==> config.mk <==
export PLATFORM = sky130hd
export DESIGN_NAME = addsub_serial_flat
export DESIGN_NICKNAME = d
export VERILOG_FILES = /design/src/rtl/addsub_serial_if.sv /design/src/rtl/addsub_serial.sv /design/src/flat_wrapper.sv
export SDC_FILE = /design/constraint.sdc
export NUM_CORES = 1
export LEC_CHECK = 0
export ABC_AREA = 1
export CORE_MARGIN = 2
export CORE_UTILIZATION = 53
export CTS_CLUSTER_DIAMETER = 30
export DETAILED_ROUTE_END_ITERATION = 8
export PLACE_DENSITY = 0.79
export SYNTH_ARGS = -nofsm -noshare
export SYNTH_HDL_FRONTEND = slang
export SYNTH_SLANG_ARGS = --single-unit
==> constraint.sdc <==
create_clock -name clk -period 3.92 [get_ports clk]
set_input_delay 0.392 -clock clk [delete_from_list [all_inputs] [get_ports clk]]
set_output_delay 0.392 -clock clk [all_outputs]
set_load 0.03 [all_outputs]
==> src/rtl/addsub_serial_if.sv <==
// Start/busy/done handshake and operand/result bundle for addsub_serial.
interface addsub_serial_if #(
  parameter int unsigned N = 16
);
  logic         start;
  logic [N-1:0] a;
  logic [N-1:0] b;
  logic [1:0]   op;
  logic         busy;
  logic         done;
  logic [N-1:0] s;
  logic         ovf;
  logic         cout;
  logic         zero;
  logic         neg;

  modport master (
    output start, a, b, op,
    input  busy, done, s, ovf, cout, zero, neg
  );

  modport slave (
    input  start, a, b, op,
    output busy, done, s, ovf, cout, zero, neg
  );
endinterface

==> src/rtl/addsub_serial.sv <==
// Multicycle two's-complement add/sub, D bits per clock, LS chunk first,
// with optional saturation and registered result flags.
module addsub_serial #(
  parameter int unsigned N = 16,
  parameter int unsigned D = 4
) (
  input logic            clk,
  input logic            rst,
  addsub_serial_if.slave bus
);
  localparam int unsigned M  = N / D;
  localparam int unsigned CW = (M > 1) ? $clog2(M) : 1;

  typedef enum logic {IDLE, RUN} state_t;

  state_t        state, state_nx;
  logic [CW-1:0] cnt;
  logic [N-1:0]  a_r, b_r, r;
  logic          c, sat_r;
  logic          load, last;
  int unsigned   base;
  logic [D:0]    csum;
  logic [N-1:0]  raw, res;
  logic          cmsb, ovf_nx;

  always_ff @(posedge clk) begin
    if (rst) state <= IDLE;
    else     state <= state_nx;
  end

  always_comb begin
    state_nx = state;
    load     = 1'b0;
    last     = 1'b0;
    unique case (state)
      IDLE: if (bus.start) begin
        load     = 1'b1;
        state_nx = RUN;
      end
      RUN: if (cnt == CW'(M - 1)) begin
        last     = 1'b1;
        state_nx = IDLE;
      end
    endcase
  end

  assign bus.busy = (state == RUN);

  // Carry into the MSB is recovered from the MSB sum bit, so the chunk adder
  // stays D+1 bits wide even on the last chunk.
  always_comb begin
    base   = 32'(cnt) * D;
    csum   = {1'b0, a_r[base +: D]} + {1'b0, b_r[base +: D]} + {{D{1'b0}}, c};
    raw    = r;
    raw[base +: D] = csum[D-1:0];
    cmsb   = csum[D-1] ^ a_r[N-1] ^ b_r[N-1];
    ovf_nx = cmsb ^ csum[D];
    res    = raw;
    if (sat_r && ovf_nx)
      res = a_r[N-1] ? {1'b1, {(N-1){1'b0}}} : {1'b0, {(N-1){1'b1}}};
  end

  always_ff @(posedge clk) begin
    if (rst) begin
      cnt      <= '0;
      c        <= 1'b0;
      sat_r    <= 1'b0;
      a_r      <= '0;
      b_r      <= '0;
      r        <= '0;
      bus.done <= 1'b0;
      bus.s    <= '0;
      bus.ovf  <= 1'b0;
      bus.cout <= 1'b0;
      bus.zero <= 1'b0;
      bus.neg  <= 1'b0;
    end else begin
      bus.done <= last;
      if (load) begin
        a_r   <= bus.a;
        b_r   <= bus.op[0] ? ~bus.b : bus.b;
        c     <= bus.op[0];
        sat_r <= bus.op[1];
        cnt   <= '0;
      end else if (state == RUN) begin
        r   <= raw;
        c   <= csum[D];
        cnt <= cnt + 1'b1;
      end
      if (last) begin
        bus.s    <= res;
        bus.ovf  <= ovf_nx;
        bus.cout <= csum[D];
        bus.zero <= (res == '0);
        bus.neg  <= res[N-1];
      end
    end
  end
endmodule

==> src/flat_wrapper.sv <==
// flat-port wrapper written by rule: the top's interface ports become plain ports
module addsub_serial_flat 
#(
  parameter int unsigned N = 16,
  parameter int unsigned D = 4
)
  (clk, rst, bus_start, bus_a, bus_b, bus_op, bus_busy, bus_done, bus_s, bus_ovf, bus_cout, bus_zero, bus_neg);
  addsub_serial_if #(.N(N)) bus_i ();
  input logic clk;
  input logic rst;
  input wire logic [$bits(bus_i.start)-1:0] bus_start;
  input wire logic [$bits(bus_i.a)-1:0] bus_a;
  input wire logic [$bits(bus_i.b)-1:0] bus_b;
  input wire logic [$bits(bus_i.op)-1:0] bus_op;
  output wire logic [$bits(bus_i.busy)-1:0] bus_busy;
  output wire logic [$bits(bus_i.done)-1:0] bus_done;
  output wire logic [$bits(bus_i.s)-1:0] bus_s;
  output wire logic [$bits(bus_i.ovf)-1:0] bus_ovf;
  output wire logic [$bits(bus_i.cout)-1:0] bus_cout;
  output wire logic [$bits(bus_i.zero)-1:0] bus_zero;
  output wire logic [$bits(bus_i.neg)-1:0] bus_neg;
  assign bus_i.start = bus_start;
  assign bus_i.a = bus_a;
  assign bus_i.b = bus_b;
  assign bus_i.op = bus_op;
  assign bus_busy = bus_i.busy;
  assign bus_done = bus_i.done;
  assign bus_s = bus_i.s;
  assign bus_ovf = bus_i.ovf;
  assign bus_cout = bus_i.cout;
  assign bus_zero = bus_i.zero;
  assign bus_neg = bus_i.neg;
  addsub_serial #(.N(N), .D(D)) u_core (.clk(clk), .rst(rst), .bus(bus_i));
endmodule
### Word level (Yosys, flattened, before mapping)

Cells that the tools add are included.

* bits of input ports: 37
* latch bits: 0
* register bits: 74
* output and inout bits: 22
* memory bits (writable): 0
* memories kept: 0
* word-level logic and storage cells: 45
* bits in read-only memories: 0

* mux-type cells: 12
* bitwise operators: 6
* shifts and indexed selects: 4
* order comparisons: 0
* equality and inequality tests: 1
* add/sub/neg operators: 4
* reductions and logical operators: 5
* divide/modulo/power cells: 0
* $mul: 0

Operators by type and width (count)
* $mux 16: 3
* $neg 4->34: 1
* $shift 4x34->16 const A: 1
* $shiftx 4x34->16: 1
* $shiftx 16x5->4: 2
* $bwmux 16: 1
* $logic_not 16->1: 1
* $not 16->16: 1
* $mux 1: 7
* $add 4x4->5: 1
* $add 5x1->5: 1
* $xor 1x1->1: 3
* $add 2x1->2 const B: 1
* $eq 2x2->1 const B: 1
* $not 1->1: 2
* $pmux 1 s2: 1
* $reduce_and 2->1: 1
* $reduce_bool 2->1: 1
* $reduce_or 2->1: 1
* $logic_and 1x1->1: 1

### Depth between registers and ports, before layout

Gate-level depths: netlist of run 1.

* depth in word-level cells: 9
* depth in mapped cells: 23
* gate-level depth less buffers: 21

### Worst setup path after synthesis of run 1

Ideal clock, no wire load.

* path kind: register to register
* start: reg u_core.cnt[0]
* end: reg u_core.bus.s[14]
* path slack: 0.889 ns
* stages on the path, launching flop included: 21
* clock period less this slack: 3.031 ns
* library setup time: 0.128 ns
* required time: 3.792 ns
* path buffers: 3
* data arrival time: 2.903 ns
* cell sequence: dfxtp_1 buf_1 clkbuf_1 o21ai_0 o22ai_1 fa_1 inv_1 fa_1 inv_1 nand3_2 nand2_2 nand2_1 nand2_1 nand2_2 nand2_4 nand2_4 buf_6 nand2_1 a21oi_1 a21oi_1 nor2_1

* word-level cells in the longest chain between the ends: 8
* elaborated cells between the ends (all ways): 16
* classes of those cells: add/sub: 3; eq/ne: 1; shift: 4; mux: 4; bitwise: 3; reduce/logical: 1

RTL lines
* start, declared: RTL line addsub_serial.sv:17 `logic [CW-1:0] cnt;`
* start signal, assigned: RTL line addsub_serial.sv:88 `cnt <= cnt + 1'b1;`
* $shiftx 16x5->4: RTL line addsub_serial.sv:53 `csum = {1'b0, a_r[base +: D]} + {1'b0, b_r[base +: D]} + {{D{1'b0}}, c};`
* $add 4x4->5: RTL line addsub_serial.sv:53
* $add 5x1->5: RTL line addsub_serial.sv:53
* $xor 1x1->1 (2 in series): RTL line addsub_serial.sv:56 `cmsb = csum[D-1] ^ a_r[N-1] ^ b_r[N-1];`
* $xor 1x1->1: RTL line addsub_serial.sv:57 `ovf_nx = cmsb ^ csum[D];`
* $logic_and 1x1->1: RTL line addsub_serial.sv:59 `if (sat_r && ovf_nx)`
* $mux 16: RTL line addsub_serial.sv:59
* end signal, assigned: RTL line addsub_serial.sv:91 `bus.s <= res;`
* end, declared: RTL line addsub_serial_if.sv:24 `output busy, done, s, ovf, cout, zero, neg`

Several ways; a longest one is shown, not always the timed one.
A chain may end at the register's enable or synchronous reset.

### Final worst setup path of run 1

* start: reg u_core.cnt[0]
* end: reg u_core.bus.s[13]

Same word-level chain as after synthesis.

==> results of run 1 <==
layer usage:
metal	share of wire [%]	GRT usage (%)	vias to the layer above
li1	-	-	1701
met1	43	31.0	1561
met2	49	41.7	112
met3	5.0	3.81	23
met4	2.9	11.9	0
met5	0	0	-
power breakdown:
group | internal, mW | switching, mW
Combinational | 0.148 | 0.230
Sequential | 0.782 | 0.0244
Clock | 0.241 | 0.314
logic make-up (layout without fill, tap and decap cells):
| group | after synthesis | in the layout | share of synthesized area (%) |
|---|---|---|---|
| and+or+nand+nor | 155 | 155 | 18.8 |
| AOI/OAI and AO/OA | 152 | 152 | 22.8 |
| buffers and inverters | 85 | 133 | 9.40 |
| DFF | 73 | 73 | 40.7 |
| xor gates and xnor gates | 18 | 18 | 4.39 |
| adders and majority gates | 10 | 10 | 3.90 |
registers in the layout, summed over array words and instances (netlist names):
register	cells
u_core.cnt	2
u_core.b_r	16
u_core.sat_r	1
u_core.bus.neg	1
u_core.bus.busy	1
u_core.r	16
u_core.bus.zero	1
u_core.bus.s	15
u_core.a_r	16
u_core.bus.ovf	1
u_core.bus.cout	1
u_core.bus.done	1
u_core.c	1
cells in the final DEF (no fill, tap or decap), types with 8 or more instances in the layout:
master and count:
nand2_1 56, nand3_1 13, inv_1 55, a21oi_1 50, clkdlybuf4s50_1 58, dfxtp_1 73
ha_1 8, o22ai_1 14, o21ai_0 73, clkbuf_8 9, xnor2_1 17, nor2_1 66
through the flow:
stage          setup slack [ns]  std cells  power, mW  util (%)
3_5_place_dp              0.777        605       1.20      62.4
5_1_grt                   0.373        621       1.82      65.1
3_3_place_gp              0.945        605       1.19      62.4
4_1_cts                   0.731        621       1.74      65.1
2_1_floorplan             0.889        493       1.09         -
6_report                  0.727        621       1.74      65.1
worst max-delay path: cells and delay by family, from the launching register on:
| family | cells | cell delay, ns |
|---|---|---|
| adders and majority gates | 2 | 0.65 |
| buffers and inverters | 4 | 0.67 |
| DFF | 1 | 0.32 |
| AOI/OAI and AO/OA | 4 | 0.65 |
| and+or+nand+nor | 8 | 0.86 |
cell type report:
cell class	count	area (um^2)	area share, %
Multi-Input combinational cell	335	1790	41.2
Sequential cell	73	1460	33.6
Inverter	56	210	4.83
Timing Repair Buffer	61	603	13.9
Tap cell	80	100	2.30
Clock inverter	7	58.8	1.35
Clock buffer	9	124	2.85
final timing paths:
path | endpoint | depth (start not counted)
max reg2reg | u_core.bus.s[13]$_SDFFE_PP0P_ | 18
max | u_core.bus.s[13]$_SDFFE_PP0P_ | 18
min | u_core.bus.zero$_SDFFE_PP0P_ | 2
min reg2reg | u_core.bus.zero$_SDFFE_PP0P_ | 2
==> impl_metrics.ini, run 1 <==
[grt]
grt-ovfl-total = 0
grt_max_degree = 42
grt_usage_pct = 24.8
grt_pass1_wl_um = 14700
grt_pass1_vias = 3216
grt_antenna_before_repair = 0

[timing]
fin_crit_sh_pct = 81.5
rsz0062_at_grt = no
timing.fmax_ghz = 0.313
fin_skew_ns = 0.0106
holdWs_ns = 0.477
setup_viol = 0
slew_viol_final = 0
setup_total_negative_slack_ns = 0
hold_viol = 0
slew_headroom_pct = 32.3
worst_pin_slew_ns = 1.01
period_needed_ns = 3.19

[floorplanning]
die-area_um2 = 7450
die_w_um = 86.3
initial_utilization_pct = 53.8
ios = 59
core_um2 = 6680
dieHeight_um = 86.3
std_cell_rows = 30

[logic_synthesis]
yosys.area.top_type = dfxtp_1
netlist_area_um2 = 3590
syn_inst = 493
synth_area_leaders = dfxtp_1 (41%), o21ai_0 (10%), a21oi_1 (7.0%)
yosysTopAreaCellShare_pct = 40.7
synth.distinct_cells = 32
syn_nets = 540
async_flop_share_pct = 0
ys_seq_area_share_pct = 40.7
ys.flop_type = dfxtp_1
synth_edf_count = 0
ys_top_cells_by_count = dfxtp_1 (73), o21ai_0 (73), nor2_1 (66)
synth-seq-cells = 73
avgSynthCellArea_um2 = 7.29
synth_warnings = 0

[status]
outcome = completed

[worst_hold_path]
hp-class = register to register
hold_start = u_core.bus.zero$_SDFFE_PP0P_

[cts]
cts_root_buffer = clkbuf_8
ctsHoldBuffers = 0
clkTransAtPathRegs_ns = 0.09
clock_latency_ns = 0.35
cts_tree = built
post_cts_buffers = 0
cts_buffer_depth = 2
clock_sinks = 73
cts_buffers = 9
cts_resized = 0
cts_max_level = 3

[drt]
via_count = 3397
ant_nets = 0
drt_iter0_drc = 196
viasPerCell = 5.47
drt_pass1_iterations = 4
drc = 0
wl_um = 8790
wl_per_cell_um = 14.2

[finish]
areaGrowthSynthToFinish_pct = 21.1
design_area_um2 = 4350
drive_above_1_share_pct = 6.84
nets = 583
antennaDiodeCount = 0
fillers = 587

[critical_path]
path_common_cell = inv_1
critPathMaxStageDelay_ns = 0.45
arrival_ns = 3.49
worstPathCellList = inv_1 -> o21ai_0 -> o22ai_1 -> fa_1 -> inv_1 -> fa_1 -> inv_1 -> nand3_2 -> nand2_2 -> nand2_1 -> nand2_2 -> nand2_4 -> nand2_4 -> nand3_2 -> nand2_1 -> inv_1 -> o21ai_0 -> o211a_1
startpoint = u_core.cnt[0]$_SDFFE_PP0P_
crit_required_ns = 4.22
crit_slowest_cell = inv_1
crit_path_end_kind = register
cp_max_fo = 22
worst-r2r-setup-slack_ns = 0.73
worstReg2RegStart = u_core.cnt[0]$_SDFFE_PP0P_
start_kind = register
worst-setup-path-type = register to register

[pwr]
ir_worst_vdd_mv = 0.238
p_leak_nw = 1.83
p_per_area_nw_per_um2 = 400

[job]
cap_violations = 0

[placement]
gp_congestion = 0.923
placed_cell_area_um2 = 4170
io_buffers = 58
dp_hpwl_um = 6540
Power figures use the tool's default switching activity.
==> run 2: changes to the inputs <==
clock period = 3.33 ns   (was 3.92 ns; I/O delays follow)
==> impl_metrics.ini, run 2 (same netlist as run 1, synthesis figures left out) <==
[cts]
cts_buffer_depth = 2
cts_root_buffer = clkbuf_8
cts_max_level = 3
clock_latency_ns = 0.36
cts_buffers = 9
ctsHoldBuffers = 0
clock_sinks = 73
cts_tree = built
clkTransAtPathRegs_ns = 0.08

[timing]
worst_pin_slew_ns = 0.936
setup_total_negative_slack_ns = 0
setup_viol = 0
fin_skew_ns = 0.00726
timing.fmax_ghz = 0.327
period_needed_ns = 3.06
holdWs_ns = 0.468
fin_crit_sh_pct = 91.8
rsz0062_at_grt = no
hold_viol = 0
slew_viol_final = 0
slew_headroom_pct = 37.4

[floorplanning]
ios = 59
dieHeight_um = 86.3
die_w_um = 86.3
initial_utilization_pct = 53.8
std_cell_rows = 30
core_um2 = 6680
die-area_um2 = 7450

[critical_path]
crit_path_end = u_core.bus.s[13]$_SDFFE_PP0P_
r2r_cells = 18
arrival_ns = 3.36
crit_path_end_kind = register
startpoint = u_core.cnt[0]$_SDFFE_PP0P_
crit_required_ns = 3.63
worst-setup-path-type = register to register
start_kind = register
reg2reg_to = u_core.bus.s[13]$_SDFFE_PP0P_
worstReg2RegStart = u_core.cnt[0]$_SDFFE_PP0P_
worst-r2r-setup-slack_ns = 0.27
cp_max_fo = 23

[drt]
wl_um = 8930
drt_pass1_iterations = 5
wl_per_cell_um = 14.2
viasPerCell = 5.45
drt_iter0_drc = 225
drc = 0
ant_nets = 0
via_count = 3436

[grt]
grt-ovfl-total = 0
grt_usage_pct = 24.4
grt_pass1_vias = 3104
grt_pass1_wl_um = 14500
grt_max_degree = 45
grt_antenna_before_repair = 0

[finish]
layout_common_cells = o21ai_0 (73), dfxtp_1 (73), nor2_1 (66), clkdlybuf4s50_1 (58), nand2_1 (56)
fillers = 609
drive_above_1_share_pct = 8.89
antennaDiodeCount = 0
areaGrowthSynthToFinish_pct = 23.2
regArea_um2 = 1460
reg_top3 = u_core.a_r x16, u_core.b_r x16, u_core.r x16
multi_input_area_um2 = 1790
nets = 593

[pwr]
p_per_area_nw_per_um2 = 457
ir_worst_vdd_mv = 0.246
p_leak_nw = 1.87

[placement]
io_buffers = 58
gp_congestion = 0.920
dp_hpwl_um = 6630

[worst_hold_path]
hp-class = register to register

[job]
cap_violations = 0

[status]
outcome = completed
==> run 2: changes by cell type in the layout (fill, tap and decap cells not counted) <==
| cell | change |
|---|---|
| buf_4 | +9 |
| clkinv_2 | +3 |
| inv_6 | -5 |
| clkinvlp_4 | +2 |
| clkinv_4 | +2 |
| inv_1 | -2 |
| buf_6 | +1 |
==> run 2: final cells by class <==
| type | instances | share of cell area, % |
|---|---|---|
| Tap cell | 80 | 2.26 |
| Multi-Input combinational cell | 335 | 40.5 |
| Timing Repair Buffer | 71 | 15.4 |
| Sequential cell | 73 | 33.0 |
| Clock buffer | 9 | 2.80 |
| Inverter | 56 | 4.92 |
| Clock inverter | 7 | 1.07 |
==> run 2: where the power goes <==
| part | switching [mW] | internal, mW |
|---|---|---|
| clock | 0.347 | 0.268 |
| sequential | 0.0318 | 0.921 |
| combinational | 0.273 | 0.183 |
| total | 0.652 | 1.37 |
==> run 2: per-stage QoR <==
step	area, um^2	instances	power (mW)	setup WS, ns	utilization, %
finish	4430	631	2.02	0.272	66.2
floorplan	3590	493	1.28	0.299	-
global placement	4190	608	1.40	0.391	62.7
CTS	4360	624	2.01	0.244	65.3
global route	4430	631	2.13	0.0138	66.2
detailed placement	4190	608	1.41	0.280	62.7
==> run 2: worst max-delay path, cell delays in order, from the launching register on <==
cell,delay [ns]
dfxtp_1,0.40
buf_6,0.22
o21ai_0,0.12
o22ai_1,0.24
fa_1,0.25
inv_1,0.06
fa_1,0.40
inv_1,0.09
nand3_2,0.09
nand2_2,0.12
nand2_1,0.06
nand2_1,0.06
nand2_2,0.07
nand2_4,0.09
nand3_2,0.23
nand2_1,0.16
inv_1,0.09
o21ai_0,0.08
o211a_1,0.16
==> run 2: worst min-delay path by stage <==
| stage | startpoint | end | slack [ns] | cells past startpoint |
|---|---|---|---|---|
| after floorplan | u_core.r[15]$_SDFFE_PP0P_ | u_core.r[15]$_SDFFE_PP0P_ | 0.43 | 2 |
| after global placement | u_core.bus.s[10]$_SDFFE_PP0P_ | u_core.bus.s[10]$_SDFFE_PP0P_ | 0.44 | 2 |
| after detailed placement | u_core.bus.zero$_SDFFE_PP0P_ | u_core.bus.zero$_SDFFE_PP0P_ | 0.45 | 2 |
| after CTS | u_core.bus.zero$_SDFFE_PP0P_ | u_core.bus.zero$_SDFFE_PP0P_ | 0.47 | 2 |
| after global routing | u_core.bus.s[10]$_SDFFE_PP0P_ | u_core.bus.s[10]$_SDFFE_PP0P_ | 0.50 | 2 |
| final | u_core.bus.zero$_SDFFE_PP0P_ | u_core.bus.zero$_SDFFE_PP0P_ | 0.47 | 2 |
==> run 2: timing repair <==
action                                 in CTS  in global routing
setup buffers                               0                  7
resized for setup                           0                  3
endpoints found under the hold margin       0                  0
setup endpoints to repair                   0                 10
==> run 2: routing by layer <==
metal,GRT usage [%],share of wire (%),wire [um],vias up
met5,0,0,0,-
met4,8.24,2.2,199,0
met3,5.43,4.7,418,24
met2,41.0,48,4330,99
met1,30.9,45,3980,1583
li1,-,-,-,1730
